[src/rtl/inst_fetch.sv]
// Instruction fetch/issue stage: fetches the word at the core's PC and issues it as a one-cycle pulse.
// Latency: issue 4 cycles after start or completion with zero-wait memory, plus L-1 for memory latency L.
// Backpressure: one instruction in flight; waits bounded by TIMEOUT, any protocol breach halts with err_code.
module inst_fetch #(
    parameter int IMEM_DEPTH = 352,
    parameter int IMEM_AW    = 9,
    parameter int TIMEOUT    = 10,
    parameter int N_INST     = 1000
) (
    input  logic               clk,
    input  logic               rst,
    input  logic               start,
    input  logic               cpu_out_valid,
    input  logic [31:0]        cpu_inst_addr,
    output logic               cpu_in_valid,
    output logic [31:0]        cpu_inst,
    output logic               imem_req,
    output logic [IMEM_AW-1:0] imem_addr,
    input  logic               imem_rvalid,
    input  logic [31:0]        imem_rdata,
    output logic               busy,
    output logic               done,
    output logic [2:0]         err_code,
    output logic [31:0]        inst_count
);

    typedef enum logic [2:0] {
        IDLE, CHECK, FETCH, WAIT_MEM, ISSUE, WAIT_CPU, DONE, HALT
    } state_t;

    localparam logic [2:0] ERR_ALIGN = 3'd1;
    localparam logic [2:0] ERR_RANGE = 3'd2;
    localparam logic [2:0] ERR_MEM   = 3'd3;
    localparam logic [2:0] ERR_CPU   = 3'd4;
    localparam logic [2:0] ERR_PROTO = 3'd5;

    localparam int            CNT_W    = $clog2(TIMEOUT) + 1;
    localparam logic [CNT_W-1:0] CNT_LAST = CNT_W'(TIMEOUT - 1);

    state_t           state;
    logic [31:0]      pc;
    logic [CNT_W-1:0] wait_cnt;

    always_ff @(posedge clk) begin
        if (rst) begin
            state      <= IDLE;
            pc         <= '0;
            wait_cnt   <= '0;
            cpu_inst   <= '0;
            err_code   <= '0;
            inst_count <= '0;
        end else begin
            // cpu_inst is only non-zero in the single ISSUE cycle
            cpu_inst <= '0;
            // A completion outside WAIT_CPU is a breach; in HALT the first error is kept
            if (cpu_out_valid && state != WAIT_CPU && state != HALT) begin
                state    <= HALT;
                err_code <= ERR_PROTO;
            end else begin
                case (state)
                    IDLE, DONE, HALT: begin
                        if (start) begin
                            pc         <= '0;
                            inst_count <= '0;
                            err_code   <= '0;
                            state      <= CHECK;
                        end
                    end
                    CHECK: begin
                        if (pc[1:0] != 2'b00) begin
                            state    <= HALT;
                            err_code <= ERR_ALIGN;
                        end else if ((pc >> 2) >= 32'(IMEM_DEPTH)) begin
                            state    <= HALT;
                            err_code <= ERR_RANGE;
                        end else begin
                            state <= FETCH;
                        end
                    end
                    FETCH: begin
                        wait_cnt <= '0;
                        state    <= WAIT_MEM;
                    end
                    WAIT_MEM: begin
                        if (imem_rvalid) begin
                            cpu_inst <= imem_rdata;
                            state    <= ISSUE;
                        end else if (wait_cnt == CNT_LAST) begin
                            state    <= HALT;
                            err_code <= ERR_MEM;
                        end else begin
                            wait_cnt <= wait_cnt + 1'b1;
                        end
                    end
                    ISSUE: begin
                        if (inst_count != '1) begin
                            inst_count <= inst_count + 32'd1;
                        end
                        wait_cnt <= '0;
                        state    <= WAIT_CPU;
                    end
                    WAIT_CPU: begin
                        if (cpu_out_valid) begin
                            pc    <= cpu_inst_addr;
                            state <= (inst_count == 32'(N_INST)) ? DONE : CHECK;
                        end else if (wait_cnt == CNT_LAST) begin
                            state    <= HALT;
                            err_code <= ERR_CPU;
                        end else begin
                            wait_cnt <= wait_cnt + 1'b1;
                        end
                    end
                    default: state <= IDLE;
                endcase
            end
        end
    end

    assign cpu_in_valid = (state == ISSUE);
    assign imem_req     = (state == FETCH);
    assign imem_addr    = pc[IMEM_AW+1:2];
    assign busy         = (state != IDLE) && (state != DONE) && (state != HALT);
    assign done         = (state == DONE);

endmodule

[config.mk]
export PLATFORM = sky130hd
export DESIGN_NAME = inst_fetch
export DESIGN_NICKNAME = d
export VERILOG_FILES = /design/src/rtl/inst_fetch.sv
export SDC_FILE = /design/constraint.sdc
export NUM_CORES = 1
export LEC_CHECK = 0
export ABC_AREA = 0
export CAP_MARGIN = 20
export CORE_UTILIZATION = 47
export DETAILED_ROUTE_END_ITERATION = 10
export PLACE_DENSITY_LB_ADDON = 0.3
export SLEW_MARGIN = 15
export SYNTH_ARGS = -nofsm -noshare
export SYNTH_HDL_FRONTEND = slang
export SYNTH_SLANG_ARGS = --single-unit
[constraint.sdc]
create_clock -name clk -period 2.59 [get_ports clk]
set_input_delay 0.777 -clock clk [delete_from_list [all_inputs] [get_ports clk]]
set_output_delay 0.777 -clock clk [all_outputs]
set_load 0.1 [all_outputs]
Word-level counts from Yosys, hierarchy flattened
Cells that the tools add are included.
Widths: inputs -> output; s select.
- register bits after elaboration: 107
- bits of input ports: 69
- output and inout bits: 80
- $add $sub $neg: 2
- $lt $le $gt $ge: 1
- equality and inequality tests: 27
- multiplexer cells: 27
- bitwise gates (word level): 3
- reductions and logical operators: 21
- operators by type and width (operator ; count):
    $pmux 32 s2 ; 2
    $mux 32 ; 3
    $mux 3 ; 16
    $add 32x1->32 const B ; 1
    $eq 32x10->1 const B ; 1
    $ne 32x32->1 const B ; 1
    $ge 30x9->1 const B ; 1
    $ne 3x3->1 const B ; 9
    $pmux 3 s6 ; 1
    $mux 5 ; 3
    $pmux 5 s3 ; 1
    $reduce_and 7->1 ; 2
    $eq 3x3->1 const B ; 4
    $ne 2x2->1 const B ; 6
    $pmux 3 s4 ; 1
    $reduce_and 4->1 ; 3
    $eq 3x2->1 const B ; 2
    $reduce_bool 2->1 ; 3
    $reduce_bool 3->1 ; 2
    $add 5x1->5 const B ; 1
    $eq 5x4->1 const B ; 1
    $reduce_bool 5->1 ; 1
    $logic_and 1x1->1 ; 4
    $ne 4x4->1 const B ; 1
    8 further kinds ; 11

Longest topological paths before layout
Gate-level depths: netlist of run 1.
- depth after elaboration: 5
- mapped depth: 9
- mapped depth without buffers: 7

Worst setup path after synthesis of run 1
No wires, ideal clock.
- path kind: register to output
- from: register state[0]
- to: output done
- arrival: 2781 ps
- slack: -968 ps
- cell stages (with the launch flop): 4
- buffers on the path: 2
- path through: dfxtp_1 clkbuf_1 clkbuf_1 nor3_1
- longest elaborated chain between the ends: 1
- RTL lines (item ; RTL line ; source):
    start, declared ; 40 ; state_t state;
    start signal, assigned ; 105 ; state <= (inst_count == 32'(N_INST)) ? DONE : CHECK;
    $eq 3x3->1 ; 123 ; assign done = (state == DONE);
    end, declared ; 22 ; output logic done,
No other way between the ends.

Worst setup path in the final report of run 1
- from: input cpu_out_valid
- to: register inst_count[4]
- longest elaborated chain between the ends: 4
- RTL lines (item ; RTL line ; source):
    start, declared ; 13 ; input logic cpu_out_valid,
    $logic_and 1x1->1 (2 in series) ; 56 ; if (cpu_out_valid && state != WAIT_CPU && state != HALT) begin
    $not 1->1 (no line) ; -- ;
    $reduce_and 4->1 (no line) ; -- ;
    end signal, assigned ; 97 ; inst_count <= inst_count + 32'd1;
    end, declared ; 24 ; output logic [31:0] inst_count
No other way between the ends.
A chain may end at the register's enable or synchronous reset.

==> summary by stage, run 1 <==
GRT
The first global-routing pass estimated roughly 23000 um of wire. The number of global-route vias before repair is 4720. The number of antenna violations at the first check in global routing was 0. The maximum number of pins on one net before global-route repair is 47. The all-layer global routing usage is 0.2541. After global routing the overflow that remains totals 0.

Routing
The number of remaining DRC errors is 0. The total number of vias is 4943. The pre-antenna-repair detailed-routing pass consisted of 4 iterations.

The remaining antenna violation count is 0. In the final routed layout, each cell accounts on average for 15.35 um. In the routed layout, each cell is associated on average with a via count of ~5.7. The post-detailed-routing wire length is ~13000 um. The initial detailed-routing violation count is about 260.

Min path
Counting instances, the worst hold path has a depth of 2. The startpoint identified for the worst hold timing path is pc[30]. The tightest min-delay check is of the flop to flop type. For hold timing, the worst endpoint is pc[30].

Setup path
The data arrival time of the worst path is approximately 2.8 ns. The critical path goes through clkdlybuf4s50_1 -> or2_4 -> a211oi_4 -> nor2_2 -> buf_4 -> or4_1 -> a21oi_1. In this design, the largest share of critical-path delay is due to simple AND/OR/NAND/NOR gates. The delay of the slowest critical-path stage is 0.53 ns. The startpoint identified for the worst register-to-register timing path is state[0]. Counting both buffers and inverters, the worst setup path holds a total of 2. The type of the worst setup path is input port to flop.

The critical path launch point type is an input port. The highest fanout seen on the critical path is 24. The register-to-register path setup slack is ~0.37 ns.

The endpoint type of the worst setup path is a flop. The number of cells on the worst reg-to-reg path is 5. The endpoint required time on the critical path is 2.89 ns. In this run the critical register-to-register path is captured at inst_count[22]. The master of the slowest instance on the critical path is sky130_fd_sc_hd__or4_1.

Clock tree
Post-CTS timing repair inserted 0 buffers for setup. TritonCTS built the clock tree. The master cell of the clock root buffer is sky130_fd_sc_hd__clkbuf_8.

The total of hold buffers inserted after clock tree synthesis is 0. The number of H-tree levels is 3. The CTS sink count is 107. Clock-pin slew was measured on the worst setup and hold paths at 0.11 ns. The count of cells resized by post-cts repair is 0. The maximum root-to-sink buffer count is 2.

The total clock buffers created by CTS is 9. At the later pin of the worst-skew pair, clock insertion delay measures 0.38 ns.

Layout
The library cells used most frequently in the layout, excluding fill and tap cells, are 105 x sky130_fd_sc_hd__buf_4, 97 x sky130_fd_sc_hd__dfxtp_1, 71 x sky130_fd_sc_hd__a21oi_1. Relative to the synthesized area, the layout overhead comes to 36.60%. The share of final-layout standard cells stronger than drive strength 1 is 0.2242. After filler insertion, the fill cell instance count of the layout stands at around 840.

The number of antenna cells inserted is 0. Leaving out fill and tap cells, the most frequent cell in the layout is sky130_fd_sc_hd__buf_4. The number of cells in the finished layout apart from fillers is just under 900. For this run, the post-layout net count is 804. Once layout is complete, the utilization of the core stands at 0.6602.

Synthesis
The synthesized design contains 0 enable-type register cells. Synthesis handed over a netlist of about 600 instances. The cell area that synthesis handed to floorplanning was between 4000 and 5000 sq um. After synthesis, the mean cell area works out to 8.462 sq um. For this run, the register share of the synthesized area comes to 0.4312. The number of nets in the synthesized netlist is 660. The post-synthesis cell type count is 65.

Of all flip-flops after synthesis, the portion carrying an async set or reset was 0. The leading register cell type out of synthesis is sky130_fd_sc_hd__dfxtp_1. The total of warnings raised by yosys is 0. After synthesis the netlist holds a flip-flop and latch count of 107.

Flow run
The tool flagged a number of max-cap violations equal to 0.

Power and ir drop
The share of total power dissipated in combinational logic is 0.226. Total power for the finished layout comes to 3.635 mW. The part of the power in the clock network is 0.305. Of the total power, the share spent switching nets is 0.3200. The part of the power in registers is 0.470. The switching power total is 1.163 mW. The peak supply drop is 0.3456 mV.

Power spread over the standard cell area amounts to 535.7 nW/um^2. The total internal power is 2.472 mW. The standby leakage power is 2.510 nW.

Timing
The final setup violation count is 0. The headroom to the max-slew limit is 0.6704. The tightest hold margin is 0.4598 ns. The ratio of final minimum period to clock period is 0.9626. The summed negative setup slack over all endpoints is 0 ns. The pin slew with the least headroom to its limit is 0.4917 ns. Based on the critical path, the design can be clocked at up to 401.1 MHz. The number of endpoints with negative hold slack in the final report is 0. The shortest clock period the worst path allows after layout is between 2 and 2.5 ns.

Setup repair after global routing left no endpoint under its margin. The largest clock skew in the final design is between 0.01 and 0.015 ns. The number of pins exceeding their max-slew limit in the final report is 0.

Placed design
Input and output buffers added on the ports amount to around 150. The instance count after placement with tap cells included is between 800 and 900. The total half-perimeter wirelength after legalization and detailed placement is slightly below 10000 um. The final estimated routing congestion in global placement is 0.8558.

Die
The die extent in y is 104.8 um. The die covers 10980 sq um. In this run the horizontal extent of the chip is 104.8 um. The number of rows created at floorplan is 37. During I/O placement, the number of pins put on the boundary was around 150. The core box area is 10280 sq um.

The initial utilization of the core area, before any placement, comes to 0.4833.

Run status
The flow ran to the end, and the final reports show no timing, DRC or antenna violations.
-- power by group through the flow --
stage | Clock, mW | Combinational, mW | Sequential (mW)
after floorplan | 0 | 0.412 | 1.82
after global placement | 0 | 0.799 | 1.74
after CTS | 1.14 | 0.814 | 1.71
final | 1.11 | 0.821 | 1.71
after global routing | 1.22 | 0.882 | 1.71
after detailed placement | 0 | 0.812 | 1.75
-- worst register-to-register path: stages, from the launching register on --
cell and delay (ns):
sky130_fd_sc_hd__dfxtp_1 0.47, sky130_fd_sc_hd__or3b_4 0.51, sky130_fd_sc_hd__or4_4 0.58, sky130_fd_sc_hd__o211ai_1 0.29, sky130_fd_sc_hd__o21ai_0 0.16, sky130_fd_sc_hd__a21oi_1 0.15
-- state kept, by name, summed over array words and instances (netlist names) --
name,cells
wait_cnt,5
inst_count,32
pc,32
err_code,3
state,3
cpu_inst,32
-- layer usage --
layer,share of wire,wire [um],up-vias,track usage
met5,0,0,-,0
met2,0.47,6263,183,0.4115
li1,-,-,2440,-
met3,0.083,1112,21,0.07424
met4,0.019,249,0,0.09759
met1,0.43,5756,2299,0.3186
-- cell families after synthesis --
logic type      after synthesis  synth area share
flops                       107            0.4312
compound gates              143            0.1829
simple gates                261            0.2980
xor+xnor                      5          0.008816
buf+inv                      65           0.06499
fa+ha+maj                     4           0.01008
mux                           2          0.004030
-- final cells by class --
type                    count  area, sq um  area share
clock inverters             7        92.59     0.01365
repair buffers            182         1640      0.2417
inverters                  16        60.06    0.008851
clock buffers               9        123.9     0.01826
multi-input cells         415         2544      0.3749
well taps                 136        170.2     0.02508
flip-flops and latches    107         2155      0.3175
-- Yosys cell counts, drive strengths merged, types with 5 or more instances --
cell | count | area, sq um
nand3 | 49 | 245.2
o21ai | 16 | 80.08
nor2 | 22 | 85.09
or3 | 7 | 43.79
nand4 | 18 | 112.6
or4 | 27 | 206.5
o31ai | 25 | 201.4
clkbuf | 25 | 93.84
nor3 | 11 | 60.06
or2 | 5 | 33.78
nand2 | 51 | 191.4
nor4 | 13 | 96.34
buf | 24 | 168.9
a21oi | 72 | 360.4
and2 | 35 | 219.0
inv | 16 | 60.05
dfxtp | 107 | 2142
-- how the worst max path moves through the flow --
stage / start / to / slack, ns / cells after the start
after CTS: cpu_out_valid / state[2] / 0.07 / 8
after floorplan: state[2] / imem_req / -0.12 / 3
after global placement: cpu_out_valid / inst_count[4] / -0.21 / 7
final: cpu_out_valid / inst_count[4] / 0.1 / 7
after detailed placement: cpu_out_valid / state[2] / -0.32 / 8
after global routing: cpu_out_valid / state[2] / 0.01 / 8
-- metrics by stage --
| stage | cell area (sq um) | setup slack, ns |
|---|---|---|
| after floorplan | 4994 | -0.1249 |
| after global placement | 6553 | -0.2140 |
| after detailed placement | 6553 | -0.3223 |
| after CTS | 6769 | 0.07225 |
| after global routing | 6785 | 0.01140 |
| final | 6785 | 0.09677 |
Power figures use the tool's default switching activity.
==> inputs of run 2 (changes only) <==
--- a/config.mk
+++ b/config.mk
@@ -9,6 +9,7 @@
 export CAP_MARGIN = 20
 export CORE_UTILIZATION = 47
 export DETAILED_ROUTE_END_ITERATION = 10
+export GPL_ROUTABILITY_DRIVEN = 0
 export PLACE_DENSITY_LB_ADDON = 0.3
 export SLEW_MARGIN = 15
 export SYNTH_ARGS = -nofsm -noshare
==> run 2 against run 1 <==
Wire length is essentially flat. Non-clock buffer count shrank 1. Sequential share of layout area grew 0.15 points. Register-to-register slack is essentially flat. Clock skew grew 0.0055 ns. Via count grew 0.20%. Cell count shrank 0.11%. Clock-buffer cell count grew 1. First-iteration DRC count grew 6.8%. Final area shrank 0.41%. Sequential cell count is the same. Sequential power is essentially flat. Critical path type unchanged. Largest cell class unchanged. Largest power group unchanged.
==> summary by stage, run 2 (same netlist as run 1, synthesis figures left out) <==
Run status
The flow ran to the end, and the final reports show no timing, DRC or antenna violations.

Layout
The share of final-layout standard cells stronger than drive strength 1 is 0.2231 (-0.001056). The final layout net count is 803 (-0.12%). The filler cell count came to 887 (+5.8%). The area growth from synthesis to layout is 36.05%. The number of antenna cells inserted came to 0 (unchanged).

The commonest non-fill, non-tap cell in the layout is sky130_fd_sc_hd__buf_4. In the layout the commonest cells are 103 x sky130_fd_sc_hd__buf_4, 96 x sky130_fd_sc_hd__dfxtp_1, 71 x sky130_fd_sc_hd__a21oi_1. The largest registers in the layout are cpu_inst: 32 flops, inst_count: 32 flops, pc: 32 flops.

GRT
The number of global-route vias before repair came to 4768 (+1.0%). The number of antenna violations at the first check in global routing is 0 (unchanged). The all-layer global routing usage is 0.2456 (-0.008523). The first-pass GRT wire length is 22230 um (-2.0%). The remaining global-route overflow is 0 (unchanged). The maximum number of pins on one net before global-route repair was 47 (unchanged).

Power and ir drop
The peak supply drop is 0.3384 mV (-2.1%). The power consumption was 3.510 mW (-3.4%). The standby leakage power was 2.492 nW (-0.70%). The power per unit of standard cell area is 519.4 nW/um^2 (-3.0%).

Clock tree
The TritonCTS clock tree is yes. The CTS sink count is 107 (unchanged). The total clock buffers created by CTS came to 9 (unchanged). The number of H-tree levels came to 3 (unchanged).

The later-pin clock latency in the skew report came to 0.37 ns (about the same). The maximum root-to-sink buffer count came to 2 (unchanged). The number of buffers inserted by post-CTS setup repair came to 0 (unchanged).

The clock transition time at the flip-flop clock pins of the worst setup and hold paths is 0.11 ns (about the same). The count of cells resized by post-cts repair is 0 (unchanged). The total of hold buffers inserted after clock tree synthesis is 0 (unchanged). The master cell of the clock root buffer is sky130_fd_sc_hd__clkbuf_8.

Timing
The number of pins exceeding their max-slew limit in the final report was 0 (unchanged). The pin slew with the least headroom to its limit is 0.5578 ns (+0.06611 ns). The tightest hold margin is 0.4585 ns (-0.001258 ns). The achievable clock frequency came to 399.1 MHz (-0.48%).

The number of endpoints with negative hold slack in the final report is 0 (unchanged). The shortest clock period the worst path allows after layout is 2.505 ns (+0.01214 ns). The ratio of final minimum period to clock period is 0.9673 (+0.004686). The largest clock skew in the final design was 0.01806 ns (+0.005460 ns). The final setup violation count was 0 (unchanged). The headroom to the max-slew limit is 0.6276 (-0.04280).

Die
The initial core utilization came to 0.4833 (unchanged). The width of the die is 104.8 um (unchanged). The floorplan die area is 10980 sq um (unchanged). The die extent in y is 104.8 um (unchanged). The number of rows created at floorplan is 37 (unchanged).

The core box area is 10280 sq um (unchanged). The number of primary I/O pins was 149 (unchanged).

Routing
The detailed-router iteration count before antenna repair came to 5 (+1). The routed wire length per instance came to 15.36 um (about the same). The vias per cell is 5.687 (+0.32%).

The initial detailed-routing violation count is 282 (+6.8%). The post-detailed-routing wire length came to 13380 um (about the same). The remaining antenna violation count is 0 (unchanged). The number of remaining DRC errors is 0 (unchanged).

The total number of vias is 4953 (+0.20%).

Min path
The number of stages on the worst hold path came to 2 (unchanged). The classification of the worst-slack hold path is flop to flop. The beginning of the worst hold path is pc[22]. The end point of the most critical hold path is pc[22].

Setup path
The delay of the slowest critical-path stage was 0.51 ns (-0.02 ns). The master of the slowest instance on the critical path is sky130_fd_sc_hd__or4b_1. The count of buffering cells on the critical path with inverters included was 2 (unchanged). The highest fanout seen on the critical path is 22 (-8.3%). Grouping stages by cell kind, the critical path spends the most delay in simple AND/OR/NAND/NOR gates.

The register-to-register path setup slack is 0.38 ns (about the same). The critical path is of the input port to flop type. The endpoint identified for the worst register-to-register timing path is inst_count[12]. The number of cell instances on the worst register-to-register path came to 5 (unchanged). The endpoint required time on the critical path is 2.89 ns (about the same). The critical path goes through clkdlybuf4s50_1 -> or2_4 -> a211oi_4 -> nor2_2 -> buf_4 -> or4b_1 -> a21oi_1. The critical path launch point type is an input port. The startpoint of the most critical register-to-register path is state[0]. The data arrival time of the worst path is 2.81 ns (about the same). The endpoint type of the worst setup path is a flop.

Flow run
The count of max-cap constraint violations came to 0 (unchanged).

Placed design
The total half-perimeter wirelength after legalization and detailed placement is 9894 um (+0.17%). The number of buffers inserted by port buffering came to 148 (unchanged).
run 2: area by class of cell:
| type | instances | area (sq um) | share of cell area |
|---|---|---|---|
| multi-input cells | 415 | 2544 | 0.3764 |
| repair buffers | 181 | 1645 | 0.2435 |
| flip-flops and latches | 107 | 2156 | 0.3190 |
| inverters | 16 | 60.06 | 0.008887 |
| well taps | 136 | 170.2 | 0.02518 |
| clock buffers | 10 | 127.6 | 0.01889 |
| clock inverters | 6 | 55.05 | 0.008147 |
run 2: worst max path at each step:
stage | from | cells past startpoint | to
after detailed placement | cpu_out_valid | 8 | state[2]
after global routing | cpu_out_valid | 7 | inst_count[12]
after floorplan | state[2] | 3 | imem_req
after CTS | state[2] | 3 | done
after global placement | cpu_out_valid | 7 | inst_count[4]
final | cpu_out_valid | 7 | inst_count[5]
run 2: routing by layer:
| layer | vias up | GRT usage | part of all wire |
|---|---|---|---|
| li1 | 2430 | - | - |
| met1 | 2299 | 0.3025 | 0.42 |
| met2 | 210 | 0.4144 | 0.48 |
| met3 | 14 | 0.06737 | 0.087 |
| met4 | 0 | 0.07948 | 0.013 |
| met5 | - | 0 | 0 |
run 2: worst register-to-register path: stages, from the launching register on:
cell	delay [ns]
sky130_fd_sc_hd__dfxtp_1	0.50
sky130_fd_sc_hd__or3b_4	0.52
sky130_fd_sc_hd__or4_4	0.58
sky130_fd_sc_hd__nor2_1	0.22
sky130_fd_sc_hd__a211oi_1	0.14
sky130_fd_sc_hd__mux2i_1	0.14
run 2: stage by stage:
step	instance area (sq um)	worst slack, ns	setup TNS (ns)	cells	util
2_1_floorplan	4994	-0.1249	-0.2624	587	-
3_3_place_gp	6558	-0.2084	-5.726	855	0.6381
3_5_place_dp	6558	-0.2875	-8.320	855	0.6381
4_1_cts	6740	0.05438	0	871	0.6558
5_1_grt	6758	-0.008348	-0.008348	871	0.6575
6_report	6758	0.08464	0	871	0.6575
run 2: power breakdown:
group | total (mW) | internal, mW | leakage, nW | switching [mW]
Combinational | 0.815 | 0.326 | 1.53 | 0.489
Clock | 0.978 | 0.372 | 0.0938 | 0.607
Sequential | 1.72 | 1.68 | 0.869 | 0.0409
Total | 3.51 | 2.37 | 2.49 | 1.14
==> inputs of run 3 (changes only) <==
--- a/config.mk
+++ b/config.mk
@@ -7,7 +7,7 @@
 export LEC_CHECK = 0
 export ABC_AREA = 0
 export CAP_MARGIN = 20
-export CORE_UTILIZATION = 47
+export CORE_UTILIZATION = 40
 export DETAILED_ROUTE_END_ITERATION = 10
 export GPL_ROUTABILITY_DRIVEN = 0
 export PLACE_DENSITY_LB_ADDON = 0.3
==> run 3 against run 2 <==
Clock-buffer cell count shrank 1. Die area grew 17%. Setup slack gained 0.020 ns. Critical path depth is the same. Global-route usage shrank 3.4 points. Sequential power is essentially flat. First-iteration DRC count shrank 1.4%. Register-to-register slack is essentially flat. Clock power grew 35%. Final area grew 2.8%.
==> summary by stage, run 3 (same netlist as run 1, synthesis figures left out) <==
Run status
The run finished with clean final reports.

Setup path
The critical path launch point type is an input port. The number of cell instances on the worst register-to-register path is 7 (+2). The data arrival time of the worst path is 2.77 ns (-0.04 ns). The critical path is of the input port to flop type. The highest fanout seen on the critical path is 38 (+73%). The endpoint type of the worst setup path is a flop. The endpoint required time on the critical path was 2.87 ns (-0.02 ns).

Clock tree
The number of H-tree levels is 3 (unchanged). The total clock buffers created by CTS came to 9 (unchanged). The TritonCTS clock tree is yes.

The number of buffers inserted by post-CTS setup repair was 0 (unchanged). The root buffer cell chosen for the clock tree is sky130_fd_sc_hd__clkbuf_16. The later-pin clock latency in the skew report is 0.36 ns (about the same). The CTS sink count was 107 (unchanged).

The clock transition time at the flip-flop clock pins of the worst setup and hold paths is 0.07 ns (-0.04 ns). The maximum root-to-sink buffer count is 2 (unchanged).

Power and ir drop
The standby leakage power is 2.565 nW (+2.9%). The peak supply drop came to 0.3377 mV (-0.19%). The power consumption came to 3.866 mW (+10%).

The power per unit of standard cell area came to 556.5 nW/um^2 (+7.1%).

Timing
The tightest hold margin is 0.4535 ns (-0.004996 ns). The number of endpoints with negative hold slack in the final report is 0 (unchanged). The pin slew with the least headroom to its limit is 0.5242 ns (-0.03358 ns). The headroom to the max-slew limit was 0.6486 (+0.02099). The final setup violation count is 0 (unchanged).

The shortest clock period the worst path allows after layout is 2.485 ns (-0.02004 ns). The number of pins exceeding their max-slew limit in the final report came to 0 (unchanged). Setup repair after global routing left no endpoint under its margin. The achievable clock frequency is 402.4 MHz (+0.81%). The largest clock skew in the final design is 0.006291 ns (-0.01177 ns).

The ratio of final minimum period to clock period is 0.9596 (-0.007739).

Die
The core box area is 12060 sq um (+17%). The floorplan die area came to 12870 sq um (+17%). The number of rows created at floorplan was 40 (+8.1%).

The die extent in y came to 113.4 um (+8.2%). The width of the die came to 113.4 um (+8.2%). The initial core utilization is 0.4118 (-0.07150).

The number of primary I/O pins came to 149 (unchanged).

Min path
The number of stages on the worst hold path is 2 (unchanged). The classification of the worst-slack hold path is flop to flop.

Routing
The vias per cell is 5.447 (-4.2%). The routed wire length per instance is 14.66 um (-4.6%). The remaining antenna violation count is 0 (unchanged).

The post-detailed-routing wire length came to 13340 um (-0.29%). The initial detailed-routing violation count is 278 (-1.4%). The total number of vias is 4957 (+0.081%). The number of remaining DRC errors is 0 (unchanged). The detailed-router iteration count before antenna repair is 4 (-1).

Layout
The number of antenna cells inserted was 0 (unchanged). The filler cell count was 1083 (+22%). The share of final-layout standard cells stronger than drive strength 1 is 0.2278 (+0.004634). In the layout the commonest cells are 110 x sky130_fd_sc_hd__buf_4, 97 x sky130_fd_sc_hd__dfxtp_1, 71 x sky130_fd_sc_hd__a21oi_1. The largest registers in the layout are cpu_inst: 32 flops, inst_count: 32 flops, pc: 32 flops. The final design instance area without fill is 6948 sq um (+2.8%).

The number of cells in the finished layout apart from fillers is 910 (+4.5%). Compared with the post-synthesis result, the final layout area differs by 39.87%. The final layout net count is 810 (+0.87%). The commonest non-fill, non-tap cell in the layout is sky130_fd_sc_hd__buf_4.

Placed design
The total half-perimeter wirelength after legalization and detailed placement is 9758 um (-1.4%). The number of buffers inserted by port buffering was 148 (unchanged). The instance count after placement with tap cells included was 894 (+4.6%). The post-place instance area is 6663 sq um (+1.6%).

GRT
The number of antenna violations at the first check in global routing is 0 (unchanged). The maximum number of pins on one net before global-route repair came to 45 (-4.3%). The first-pass GRT wire length is 21940 um (-1.3%). The remaining global-route overflow is 0 (unchanged). The all-layer global routing usage came to 0.2115 (-0.03413). The number of global-route vias before repair was 4715 (-1.1%).

Flow run
The count of max-cap constraint violations is 0 (unchanged).
[run 3: report_power, final]
part | internal (mW) | switching (mW)
Combinational | 0.334 | 0.506
Clock | 0.666 | 0.658
Sequential | 1.67 | 0.0282
[run 3: cell type report]
class | instances | area (sq um) | share of cell area
tap | 168 | 210.2 | 0.03025
clock inverter | 7 | 60.06 | 0.008644
sequential | 107 | 2155 | 0.3101
inverter | 16 | 60.06 | 0.008644
timing repair buffer | 188 | 1707 | 0.2456
multi-input combinational | 415 | 2531 | 0.3643
clock buffer | 9 | 225.2 | 0.03241
[run 3: timing repair]
action                                  in CTS  in global routing
endpoints found under the setup margin       0                  1
resized for setup                            0                  1
hold buffers                                 0                  0
endpoints found under the hold margin        0                  0
[run 3: final timing paths]
| kind | slack (ns) | startpoint | to |
|---|---|---|---|
| setup / recovery | 0.10 | cpu_out_valid | inst_count[25] |
| hold / removal | 0.45 | pc[15] | pc[15] |
| setup reg to reg | 0.37 | inst_count[0] | inst_count[26] |
| hold reg to reg | 0.45 | pc[15] | pc[15] |
[run 3: worst max-delay path, stage by stage]
cell	delay [ns]
sky130_fd_sc_hd__clkdlybuf4s50_1	0.47
sky130_fd_sc_hd__or2_4	0.29
sky130_fd_sc_hd__a211oi_4	0.29
sky130_fd_sc_hd__nor2_2	0.08
sky130_fd_sc_hd__buf_12	0.17
sky130_fd_sc_hd__or4_1	0.51
sky130_fd_sc_hd__a21oi_1	0.15
[run 3: layer usage]
layer	vias up	global-route usage	wire length, um
met2	168	0.3554	6404
li1	2456	-	-
met3	22	0.06217	861
met5	-	0	0
met4	0	0.07895	240
met1	2311	0.2563	5833
[run 3: per-stage QoR]
stage | util | setup slack [ns] | TNS, ns
6_report | 0.5760 | 0.1047 | 0
5_1_grt | 0.5760 | 0.04956 | 0
4_1_cts | 0.5760 | 0.1303 | 0
3_5_place_dp | 0.5524 | -0.2154 | -9.942
3_3_place_gp | 0.5524 | -0.1742 | -7.177
2_1_floorplan | - | -0.1249 | -0.2624
